===== config.mk =====
export PLATFORM = sky130hd
export DESIGN_NAME = chime_ctrl
export DESIGN_NICKNAME = d
export VERILOG_FILES = /design/src/rtl/chime_ctrl.sv
export SDC_FILE = /design/constraint.sdc
export NUM_CORES = 1
export LEC_CHECK = 0
export BUFFER_PORTS_ARGS = -buffer_cell sky130_fd_sc_hd__buf_2
export CORE_UTILIZATION = 60
export CTS_CLUSTER_SIZE = 20
export DETAILED_ROUTE_END_ITERATION = 16
export PLACE_DENSITY = 0.8
export SLEW_MARGIN = 25
export SYNTH_ARGS = -nofsm -noshare
export SYNTH_HDL_FRONTEND = slang
export SYNTH_SLANG_ARGS = --single-unit

===== constraint.sdc =====
create_clock -name sysclk -period 2.7 [get_ports sysclk]
set_clock_uncertainty 0.05 [all_clocks]
set_input_delay 0.54 -clock sysclk [delete_from_list [all_inputs] [get_ports sysclk]]
set_output_delay 0.54 -clock sysclk [all_outputs]
set_load 0.02 [all_outputs]

===== src/rtl/chime_ctrl.sv =====
`default_nettype none
// ============================================================================
//  Module   : chime_ctrl
//  Purpose  : Request-side controller for the music player. Arbitrates alarm,
//             hourly chime and key-click requests into a one-hot `start` level,
//             times tune and gap durations, repeats the alarm, and keeps the
//             user volume setting.
//  Options  : CHIME_KEYCLICK_EN - when defined, key_hit is live and the click
//             tune uses start[2]; otherwise key_hit is ignored.
//  Revision : 1.0 - initial release
// ============================================================================
module chime_ctrl #(
    parameter int MSC_N     = 5,
    parameter int TICK_DIV  = 50000,
    parameter int ALARM_MS  = 500,
    parameter int CHIME_MS  = 200,
    parameter int CLICK_MS  = 30,
    parameter int GAP_MS    = 100,
    parameter int ALARM_REP = 10,
    parameter int VOL_STEP  = 32,
    parameter int VOL_INIT  = 32
) (
    input  logic             sysclk,
    input  logic             rst,
    input  logic             alarm_hit,
    input  logic             hour_hit,
    input  logic             key_hit,
    input  logic             stop_key,
    input  logic             vol_up,
    input  logic             vol_dn,
    output logic [MSC_N-1:0] start,
    output logic [9:0]       volume,
    output logic             busy
);

    localparam int MAX_AC  = (ALARM_MS > CHIME_MS) ? ALARM_MS : CHIME_MS;
    localparam int MAX_KG  = (CLICK_MS > GAP_MS) ? CLICK_MS : GAP_MS;
    localparam int TMR_MAX = (MAX_AC > MAX_KG) ? MAX_AC : MAX_KG;
    localparam int TMR_W   = $clog2(TMR_MAX + 1);
    localparam int PRE_W   = (TICK_DIV > 1) ? $clog2(TICK_DIV) : 1;
    // Repeat counter only ever holds values up to ALARM_REP-1.
    localparam int REP_W   = (ALARM_REP > 1) ? $clog2(ALARM_REP) : 1;
    localparam int VOL_MAX = 1023 - (1023 % VOL_STEP);

    typedef enum logic [1:0] {
        S_IDLE = 2'd0,
        S_PLAY = 2'd1,
        S_GAP  = 2'd2
    } state_t;

    typedef enum logic [1:0] {
        SRC_ALARM = 2'd0,
        SRC_CHIME = 2'd1,
        SRC_CLICK = 2'd2
    } src_t;

    state_t             state_q, state_d;
    src_t               src_q, src_d;
    logic [TMR_W-1:0]   tmr_q, tmr_d;
    logic [PRE_W-1:0]   pre_q, pre_d;
    logic [MSC_N-1:0]   start_q, start_d;
    logic [REP_W-1:0]   rep_q, rep_d;
    logic               alarm_flag_q, alarm_flag_d;
    logic               chime_flag_q, chime_flag_d;
    logic [9:0]         vol_q, vol_d;
    logic               click_flag;
    logic               click_take;

    logic               w_tick;
    logic               w_expire;
    logic               w_alarm_active;
    logic               w_stop_abort;
    logic               w_preempt;

    assign w_tick         = (pre_q == PRE_W'(TICK_DIV - 1));
    // Expire on the tick that would take the timer to zero, so a tune of
    // N ticks lasts exactly N*TICK_DIV cycles.
    assign w_expire       = w_tick && (tmr_q <= TMR_W'(1));
    assign w_alarm_active = (state_q != S_IDLE) && (src_q == SRC_ALARM);
    assign w_stop_abort   = (src_q == SRC_ALARM) && stop_key;
    assign w_preempt      = (src_q != SRC_ALARM) && alarm_flag_q && !stop_key;

`ifdef CHIME_KEYCLICK_EN
    logic click_flag_q, click_flag_d;

    // Click request flag: set by key_hit, cleared when the FSM takes it.
    always_comb begin
        click_flag_d = click_flag_q;
        if (key_hit)    click_flag_d = 1'b1;
        if (click_take) click_flag_d = 1'b0;
    end

    // Click flag register.
    always_ff @(posedge sysclk or posedge rst) begin
        if (rst) click_flag_q <= 1'b0;
        else     click_flag_q <= click_flag_d;
    end

    assign click_flag = click_flag_q;
`else
    logic unused_click;
    assign unused_click = key_hit | click_take;
    assign click_flag   = 1'b0;
`endif

    // Next-state logic: flags, arbitration, tune/gap timing, alarm repeats.
    always_comb begin
        state_d      = state_q;
        src_d        = src_q;
        tmr_d        = tmr_q;
        pre_d        = w_tick ? '0 : pre_q + PRE_W'(1);
        start_d      = start_q;
        rep_d        = rep_q;
        alarm_flag_d = alarm_flag_q;
        chime_flag_d = chime_flag_q;
        click_take   = 1'b0;

        // While the alarm runs, a new alarm_hit reloads the repeats instead.
        if (alarm_hit && !w_alarm_active) alarm_flag_d = 1'b1;
        if (hour_hit)                     chime_flag_d = 1'b1;

        case (state_q)
            S_IDLE: begin
                if (alarm_flag_q && !stop_key) begin
                    alarm_flag_d = 1'b0;
                    rep_d        = REP_W'(ALARM_REP - 1);
                    src_d        = SRC_ALARM;
                    start_d      = MSC_N'(1);
                    tmr_d        = TMR_W'(ALARM_MS);
                    pre_d        = '0;
                    state_d      = S_PLAY;
                end else if (chime_flag_q) begin
                    chime_flag_d = 1'b0;
                    src_d        = SRC_CHIME;
                    start_d      = MSC_N'(2);
                    tmr_d        = TMR_W'(CHIME_MS);
                    pre_d        = '0;
                    state_d      = S_PLAY;
                end else if (click_flag) begin
                    click_take   = 1'b1;
                    src_d        = SRC_CLICK;
                    start_d      = MSC_N'(4);
                    tmr_d        = TMR_W'(CLICK_MS);
                    pre_d        = '0;
                    state_d      = S_PLAY;
                end
            end
            S_PLAY: begin
                if (w_expire || w_stop_abort || w_preempt) begin
                    start_d = '0;
                    tmr_d   = TMR_W'(GAP_MS);
                    pre_d   = '0;
                    state_d = S_GAP;
                end else if (w_tick) begin
                    tmr_d = tmr_q - TMR_W'(1);
                end
            end
            S_GAP: begin
                if (w_expire) begin
                    if ((src_q == SRC_ALARM) && (rep_q != '0) && !stop_key) begin
                        rep_d   = rep_q - REP_W'(1);
                        start_d = MSC_N'(1);
                        tmr_d   = TMR_W'(ALARM_MS);
                        pre_d   = '0;
                        state_d = S_PLAY;
                    end else begin
                        state_d = S_IDLE;
                    end
                end else if (w_tick) begin
                    tmr_d = tmr_q - TMR_W'(1);
                end
            end
            default: begin
                start_d = '0;
                state_d = S_IDLE;
            end
        endcase

        if (alarm_hit && w_alarm_active) rep_d = REP_W'(ALARM_REP - 1);

        // Stop always wins over any alarm request or reload in the same cycle.
        if (stop_key) begin
            alarm_flag_d = 1'b0;
            rep_d        = '0;
        end
    end

    // Saturating volume update; simultaneous up/down leaves it unchanged.
    always_comb begin
        logic [10:0] vol_sum;
        vol_sum = {1'b0, vol_q} + 11'(VOL_STEP);
        vol_d   = vol_q;
        if (vol_up && !vol_dn) begin
            vol_d = (vol_sum > 11'(VOL_MAX)) ? 10'(VOL_MAX) : vol_sum[9:0];
        end else if (vol_dn && !vol_up) begin
            vol_d = (vol_q < 10'(VOL_STEP)) ? '0 : vol_q - 10'(VOL_STEP);
        end
    end

    // State and datapath registers.
    always_ff @(posedge sysclk or posedge rst) begin
        if (rst) begin
            state_q      <= S_IDLE;
            src_q        <= SRC_ALARM;
            tmr_q        <= '0;
            pre_q        <= '0;
            start_q      <= '0;
            rep_q        <= '0;
            alarm_flag_q <= 1'b0;
            chime_flag_q <= 1'b0;
            vol_q        <= 10'(VOL_INIT);
        end else begin
            state_q      <= state_d;
            src_q        <= src_d;
            tmr_q        <= tmr_d;
            pre_q        <= pre_d;
            start_q      <= start_d;
            rep_q        <= rep_d;
            alarm_flag_q <= alarm_flag_d;
            chime_flag_q <= chime_flag_d;
            vol_q        <= vol_d;
        end
    end

    assign start  = start_q;
    assign volume = vol_q;
    assign busy   = (state_q != S_IDLE);

endmodule
`default_nettype wire


==> results.toml <==
[clock_tree]
cts_buffers = 5
cts_root_buf = "clkbuf_8"
numClockSinks = 41
cts_resized = 0
clock_path_buffers = 2
clkSlewWorstSetupHoldPaths_ns = 0.08
insertion_delay_ns = 0.30
htreeDepth = 2
cts_hold_buf = 0
cts_setup_buffers = 0
tritoncts = "yes"

[global_route]
grt_pass1_wl_um = 10430
grt.total_usage_pct = 25.68
gr-total-overflow = 0
grt_max_degree = 42
grt_pass1_vias = 2349
antenna_found_initial = 0

[yosys]
synth_warnings = 0
ys_async_sr_fraction_pct = 100.0
synth_top_area_share_pct = 34.45
synthTopCellsByArea = "dfrtp_1, ha_1, nor2_1"
synth-edff-count = 0
avgSynthCellArea_um2 = 8.621
yosysUniqueCellTypes = 63
netlist_area_um2 = 2905
synthCells = 337
yosysSeqAreaShare_pct = 35.36
yosysTopAreaCell = "dfrtp_1"
ys_dominant_reg_cell = "dfrtp_1"
ys_seq_elements = 41

[route]
wl_met3_um = 286
wl_met2_um = 2911
drt-initial-drc-count = 195
drt-met1-wl_um = 2938
top_layer = "met4"
drtPass1Iterations = 4
ant_nets = 0
drc = 0
via_count = 2493
routed_wl_um = 6233
wire_per_inst_um = 15.47
via_per_inst = 6.186

[finish]
area_growth_pct = 6.805
mostFrequentLayoutCells = "dfrtp_1, nor2_1, nand2_1"
final_common_cell = "dfrtp_1"
finish.instance_area_um2 = 3103
nets = 372
insertedDiodeCount = 0
drive_gt1_share_pct = 13.68

[worst_setup_path]
critPathSlowestCell = "or4_1"
max_stage_delay_ns = 0.67
path_class = "reg2reg"
cp-end-kind = "register"
cp_cell_sequence = "or4_4 -> or4_1 -> o31ai_4 -> nor4_1 -> a2111oi_2"
path_depth = 5
worstPathArrival_ns = 2.70
cpLargestDelayFamily = "simple AND/OR/NAND/NOR gates"
reg2reg_depth = 5
cp_max_fo = 7
required_ns = 2.84
start_kind = "register"
critPathBufInv = 0

[floorplanning]
die_area_um2 = 5124
die_x_um = 71.59
start_util_pct = 64.50
rows = 24
dieHeight_um = 71.59
core_area_um2 = 4504
ios = 24

[sta]
finalHoldViolCount = 0
drv_slew = 0
setup_viol = 0
rsz0062_at_grt = "false"
fmax_mhz = 391.0
tightest_slew_ns = 0.6061
period_share_pct = 94.71
finalCriticalPeriod_ns = 2.557
max_slew_margin_pct = 59.25
tns_ns = 0

[power_and_ir_drop]
total_power_mw = 3.115
power.density_nw_per_um2 = 1004
power.leakage_nw = 1.442
vdd_drop_max_v = 0.0006533

[run_status]
outcome = "finished clean"

[placement]
port-buffer-count = 14
placed_cell_area_um2 = 3017
place.gp.congestion = 0.9253
place_hpwl_um = 4406

[hold_path]
hold_path_class = "in2async"

[job]
maxCapViolations = 0
[through the flow]
stage / hold slack (ns) / util (%) / std cells / worst slack (ns)
after floorplan: 0.3976 / - / 344 / 0.2253
after global placement: 0.4209 / 66.97 / 395 / 0.1647
after detailed placement: 0.4248 / 66.97 / 395 / 0.1494
after CTS: 0.3210 / 68.89 / 403 / 0.1436
after global routing: 0.3588 / 68.89 / 403 / 0.04434
final: 0.3036 / 68.89 / 403 / 0.1427
[tightest hold or removal path: stages]
cell	delay, ns
buf_2	0.09
inv_1	0.04
buf_4	0.44
[state kept, by name, indices dropped and copies added (netlist names)]
name	flops
start	2
tmr_q	9
volume	5
src_q	1
chime_flag_q	1
alarm_flag_q	1
rep_q	4
pre_q	16
state_q	2
[cell usage after synthesis (5+ instances only)]
cell / instances
nor4_1: 10
a31oi_1: 9
clkbuf_1: 16
dfrtp_1: 40
nand4_1: 9
nand2b_1: 6
and3_1: 5
a21oi_1: 19
nor3_1: 10
and4_1: 5
nand2_1: 22
ha_1: 14
nand3_1: 7
inv_1: 18
nor2b_1: 6
nor2_1: 34
buf_4: 8
o21ai_0: 15
xor2_1: 12
[layer usage]
metal	global-route usage [%]	vias to the layer above
met5	0	-
met4	10.24	0
met3	3.657	11
met2	41.27	70
met1	35.31	1178
li1	-	1234
[cells by family after synthesis]
| group | after synthesis | synth area share (%) |
|---|---|---|
| xor gates and xnor gates | 16 | 4.823 |
| other | 1 | 0.1291 |
| buffers and inverters | 43 | 6.632 |
| AOI/OAI and AO/OA | 81 | 19.25 |
| adders and majority gates | 15 | 6.374 |
| muxes | 7 | 2.584 |
| and+or+nand+nor | 133 | 24.85 |
| DFF | 41 | 35.36 |
[final cells by class]
class                      instances  area (µm²)
clock inverter                     3       17.52
timing repair buffer              24       145.1
multi-input combinational        260        1712
clock buffer                       5       68.82
fill                             359        1401
inverter                          18       67.56
tap                               52       65.06
sequential                        41        1027
[path summary, 6_finish.rpt]
path                                      start                     to  slack (ns)
min in group sysclk          pre_q[0]$_DFF_PP0_     pre_q[0]$_DFF_PP0_        0.43
max                        tmr_q[5]$_DFFE_PP0P_   tmr_q[5]$_DFFE_PP0P_        0.14
max reg2reg                tmr_q[5]$_DFFE_PP0P_   tmr_q[5]$_DFFE_PP0P_        0.14
min                                         rst     pre_q[7]$_DFF_PP0_        0.30
max in group asynchronous                   rst  volume[5]$_DFFE_PP1P_        1.94
min reg2reg                  pre_q[0]$_DFF_PP0_     pre_q[0]$_DFF_PP0_        0.43
[report_power, final]
part           total [mW]  switching, mW  internal [mW]
Combinational        1.69           1.00          0.688
Sequential           1.02          0.238          0.783
Clock               0.404          0.225          0.179
Total                3.11           1.46           1.65
Power figures use the tool's default switching activity.
